## src/rtl/spectrum_uart_tx.sv

```systemverilog
// spectrum_uart_tx: 8N1 serial transmitter for spectrum frames.
// Each accepted request becomes a 5-byte packet, sent LSB first:
//   HEADER, frec[15:8], frec[7:0], {4'h0, amp_sat}, XOR checksum.
// The FSM advances on the accept edge. tx is registered from the FSM output
// decode, so the line lags the FSM by one cycle. As a result, tx falls one
// edge after accept, and busy/done line up with the end of the FSM's final
// stop bit.
// BAUD must be >= 2.
module spectrum_uart_tx #(
  parameter int unsigned BAUD    = 1250,
  parameter logic [7:0]  HEADER  = 8'hA5,
  parameter logic [3:0]  AMP_MAX = 4'd10
) (
  input  logic        clk,
  input  logic        reset,
  input  logic        start,
  input  logic [15:0] frec,
  input  logic [3:0]  amp,
  output logic        tx,
  output logic        busy,
  output logic        done
);

  localparam int unsigned   CW        = (BAUD > 1) ? $clog2(BAUD) : 1;
  localparam logic [CW-1:0] BAUD_LAST = CW'(BAUD - 1);

  typedef enum logic [1:0] {
    IDLE      = 2'd0,
    START_BIT = 2'd1,
    DATA      = 2'd2,
    STOP_BIT  = 2'd3
  } state_t;

  // Request fields, frozen for the whole packet.
  typedef struct packed {
    logic [15:0] frec;
    logic [3:0]  amp;
    logic [7:0]  csum;
  } pkt_t;

  state_t        state_q, state_d;
  pkt_t          pkt_q;
  logic [CW-1:0] baud_cnt;
  logic [2:0]    bit_idx;
  logic [2:0]    byte_idx;
  logic          accept;
  logic          baud_end;
  logic          last_bit;
  logic          last_byte;
  logic [3:0]    amp_sat;
  logic [7:0]    csum_in;
  logic [7:0]    cur_byte;
  logic          tx_d;
  logic          done_d;

  assign accept    = (state_q == IDLE) && start;
  assign baud_end  = (baud_cnt == BAUD_LAST);
  assign last_bit  = (bit_idx == 3'd7);
  assign last_byte = (byte_idx == 3'd4);
  assign amp_sat   = (amp > AMP_MAX) ? AMP_MAX : amp;
  assign csum_in   = frec[15:8] ^ frec[7:0] ^ {4'h0, amp_sat};
  assign busy      = (state_q != IDLE);

  // Capture the request on accept; later input changes cannot reach the packet.
  always_ff @(posedge clk) begin
    if (reset)       pkt_q <= '0;
    else if (accept) pkt_q <= '{frec: frec, amp: amp_sat, csum: csum_in};
  end

  // Select the byte currently on the wire.
  always_comb begin
    cur_byte = HEADER;
    case (byte_idx)
      3'd0:    cur_byte = HEADER;
      3'd1:    cur_byte = pkt_q.frec[15:8];
      3'd2:    cur_byte = pkt_q.frec[7:0];
      3'd3:    cur_byte = {4'h0, pkt_q.amp};
      default: cur_byte = pkt_q.csum;
    endcase
  end

  // State register.
  always_ff @(posedge clk) begin
    if (reset) state_q <= IDLE;
    else       state_q <= state_d;
  end

  // Next-state logic: every bit lasts BAUD cycles.
  always_comb begin
    state_d = state_q;
    case (state_q)
      IDLE:      if (start)                state_d = START_BIT;
      START_BIT: if (baud_end)             state_d = DATA;
      DATA:      if (baud_end && last_bit) state_d = STOP_BIT;
      STOP_BIT:  if (baud_end)             state_d = last_byte ? IDLE : START_BIT;
      default:                             state_d = IDLE;
    endcase
  end

  // Output decode: next line level and the end-of-packet strobe.
  always_comb begin
    tx_d   = 1'b1;
    done_d = 1'b0;
    case (state_q)
      IDLE:      tx_d = 1'b1;
      START_BIT: tx_d = 1'b0;
      DATA:      tx_d = cur_byte[bit_idx];
      STOP_BIT: begin
        tx_d   = 1'b1;
        done_d = baud_end && last_byte;
      end
      default:   tx_d = 1'b1;
    endcase
  end

  // Registered line and done pulse. Reset forces the line idle immediately.
  always_ff @(posedge clk) begin
    if (reset) begin
      tx   <= 1'b1;
      done <= 1'b0;
    end else begin
      tx   <= tx_d;
      done <= done_d;
    end
  end

  // Baud, bit and byte counters. All clear on accept.
  always_ff @(posedge clk) begin
    if (reset) begin
      baud_cnt <= '0;
      bit_idx  <= '0;
      byte_idx <= '0;
    end else if (accept) begin
      baud_cnt <= '0;
      bit_idx  <= '0;
      byte_idx <= '0;
    end else if (state_q != IDLE) begin
      baud_cnt <= baud_end ? '0 : baud_cnt + 1'b1;
      if (baud_end) begin
        case (state_q)
          DATA:     bit_idx <= bit_idx + 1'b1;
          STOP_BIT: begin
            bit_idx  <= '0;
            byte_idx <= last_byte ? 3'd0 : byte_idx + 1'b1;
          end
          default: ;
        endcase
      end
    end
  end

endmodule

```

## config.mk

```make
export PLATFORM = sky130hd
export DESIGN_NAME = spectrum_uart_tx
export DESIGN_NICKNAME = d
export VERILOG_FILES = /design/src/rtl/spectrum_uart_tx.sv
export SDC_FILE = /design/constraint.sdc
export NUM_CORES = 1
export LEC_CHECK = 0
export CAP_MARGIN = 25
export CELL_PAD_IN_SITES_DETAIL_PLACEMENT = 0
export CELL_PAD_IN_SITES_GLOBAL_PLACEMENT = 1
export CORE_UTILIZATION = 46
export DETAILED_ROUTE_END_ITERATION = 10
export PLACE_DENSITY = 0.84
export REMOVE_ABC_BUFFERS = 1
export SYNTH_ARGS = -nofsm -noshare
export SYNTH_HDL_FRONTEND = slang
export SYNTH_SLANG_ARGS = --single-unit
```

## constraint.sdc

```tcl
create_clock -name clk -period 2.76 [get_ports clk]
set_input_delay 0.552 -clock clk [delete_from_list [all_inputs] [get_ports clk]]
set_output_delay 0.552 -clock clk [all_outputs]
set_load 0.02 [all_outputs]
```

==> run metrics <==
clk root buf=clkbuf_8; arrival time worst endpoint=roughly 2.0 ns; vias in the first global route=between 1500 and 2000; Final Critical Period=2.534 ns; Worst setup EP type=output pin; DR WL/cell=13.58 um; sequential area share after synthesis=39.50%; Setup-failing EPs final=0; M2 GR Usage=between 30% and 40%; Max Fanout on Critical Path=9; grt met3 use=under 10%; Port-buffer cells=25; vias=roughly 2000; worst slew pin tran=~0.44 ns; remaining global-route overflow=0; Syn Inst Count=around 290; Crit Path Class=flip-flop to output pin; Die Wd=about 75 um; Worst path max stage delay=~0.63 ns; unique cell type count in the Yosys netlist=47; fillcell total=about 540; RSZ-0062 raised after global routing=no; hold_buf cts=0; initial antenna violation count=0; fraction of registers with async set/reset=0%; # DRC=0; Die Ht=about 75 um; Starting Density=between 40% and 50%; ANT cells=0; Top delay family on crit path=buffers and inverters; Final Hold Vio Count=0; Yosys warnings=0; Max Cap Viol=0; Core Util, Final=approximately 56%; Fmax=roughly 0.39 GHz; WL final=about 5200 um; Setup Fix Bufs, Post-CTS=0; worst min path class=flip-flop to flip-flop; die area=5697 sq um; Peak VDD IR=approximately 0.44 mV; Top Ports=26; Top cell by count, worst path=inv_1; Crit-path slowest cell=clkdlybuf4s50_1; FF+latch count, synth=49; max-slew violations=0; initial DRC count=around 150; relative slew slack=between 70% and 80%; vias per cell=5.279; cell area power density=between 600 and 700 nW/um^2; Clock transition at path regs=approximately 0.080 ns; TritonCTS Buffers=5; core area=just over 5000 sq um; Final Power=roughly 0.0019 W; Synth-to-Final Area Change=15.06%; CTS tree=built; DP HPWL=3658 um; ys flop type=dfxtp_1; status=completed; # rows=26; Post-Synthesis Cell Area=approximately 2500 sq um; post-route ant nets=0; global placer's final weighted congestion=0.8179; GRT busiest layer=met2; clock buffer depth=2; GRT Overall Usage=between 20% and 30%; Leak=~1 nW; CP required=between 2 and 2.5 ns; mean post-synth cell area=8.477 sq um; crit path buf inv count=3; Tcrit/Tclk final=~92%; Clk Latency, worst-skew pair=approximately 0.30 ns; GR Util met1=around 28%; Worst Skew=~0.0027 ns; Post-synth EDFFs=0; Clock Sinks=49; DR pass1 iterations=4; CTS resizes=0; Min Hold Slack=~0.46 ns; Final TNS setup=0 ns; cell-by-cell trace of the critical path=inv_1, ha_1, inv_1, clkdlybuf4s50_1; Startpoint Class=flip-flop; nets=about 350; htree depth=2; global-route wire length before repair=8928 um; layout cell share with drive strength beyond 1=between 6 and 7%; largest net degree at the start of global routing=33
==> synthesized netlist by cell type (all sizes together) (2+ instances only) <==
cell type	n	area (sq um)
nand4	6	37.54
a221o	2	20.02
inv	12	45.04
clkbuf	11	41.29
and3	2	12.51
ha	13	162.7
a21oi	30	150.1
o211ai	2	15.01
a22oi	5	37.54
a221oi	4	35.03
nand2b	3	18.77
nand4b	2	17.52
nor2b	2	12.51
nor3	2	10.01
xor2	9	78.83
nor2	30	112.6
o21ai	4	23.77
mux2i	2	20.02
xnor2	13	113.9
dfxtp	49	980.9
a211oi	7	57.55
nand2	54	202.7
buf	5	27.53
nor4	3	33.78
o221ai	2	17.52
and2	2	12.51
==> worst paths after layout <==
check,from,endpoint,slack [ns],depth (start not counted)
setup / recovery,state_q[0],busy,0.23,4
hold / removal,pkt_q[12],pkt_q[12],0.46,2
setup reg to reg,byte_idx[0],tx,0.67,7
hold reg to reg,pkt_q[12],pkt_q[12],0.46,2
==> kinds of logic (layout without fill, tap and decap cells) <==
kind of cell | after synthesis | count (layout) | synth area share [%]
AOI/OAI and AO/OA | 66 | 66 | 18.09
xor gates and xnor gates | 22 | 22 | 7.758
adders and majority gates | 13 | 13 | 6.549
buffers and inverters | 28 | 48 | 4.584
DFF | 49 | 49 | 39.50
muxes | 3 | 3 | 1.713
and+or+nand+nor | 112 | 112 | 21.81
==> routing by layer <==
layer / up-vias / wire length [um] / share of wire [%]
met3: 6 / 215 / 4.1
met5: - / 0 / 0
met1: 924 / 2517 / 48
li1: 1054 / - / -
met2: 38 / 2403 / 46
met4: 0 / 66 / 1.3
==> layout by cell type (no fill, tap or decap), drive strengths merged, types with 2 or more instances in the layout <==
master	n
nand2	54
dfxtp	49
nor2	30
a21oi	30
clkdlybuf4s50	25
xnor2	13
ha	13
inv	12
xor2	9
a211oi	7
nand4	6
clkbuf	6
a22oi	5
a221oi	4
o21ai	4
nand2b	3
buf	3
nor4	3
mux2i	2
and2	2
nor3	2
o221ai	2
a221o	2
o211ai	2
nor2b	2
nand4b	2
and3	2
clkinv	2
==> registers in the layout, indices dropped and copies added, names as in the netlist <==
register,cells
pkt_q,28
byte_idx,3
bit_idx,3
baud_cnt,11
done,1
state_q,2
tx,1
==> stage by stage <==
| step | setup slack, ns | area (sq um) | std cells |
|---|---|---|---|
| 2_1_floorplan | 0.7771 | 2415 | 277 |
| 3_3_place_gp | 0.6138 | 2775 | 375 |
| 3_5_place_dp | 0.5577 | 2775 | 375 |
| 4_1_cts | 0.2211 | 2858 | 383 |
| 5_1_grt | 0.08677 | 2858 | 383 |
| 6_report | 0.2258 | 2858 | 383 |
==> worst register-to-register path, cell delays in order, from the launching register on <==
cell and delay (ns):
dfxtp_1 0.40, inv_1 0.10, ha_1 0.35, nor3_1 0.34, o21ai_0 0.19, o221ai_1 0.25, a41oi_1 0.15, o31ai_1 0.24
==> cell type report <==
type	instances	area [sq um]	share of cell area (%)
clock buffers	6	72.57	2.539
flip-flops and latches	49	980.9	34.33
well taps	70	87.58	3.065
clock inverters	2	10.01	0.3503
multi-input cells	216	1389	48.60
repair buffers	28	272.8	9.545
inverters	12	45.04	1.576
==> where the power goes <==
| part | total (W) | internal (W) | leakage (nW) | switching [W] |
|---|---|---|---|---|
| Sequential | 0.000887 | 0.000812 | 0.400 | 0.0000746 |
| Combinational | 0.000595 | 0.000244 | 0.569 | 0.000351 |
| Clock | 0.000410 | 0.000176 | 0.0450 | 0.000234 |
| Total | 0.00189 | 0.00123 | 1.01 | 0.000659 |
No activity file was read; power rests on OpenSTA's default activity.
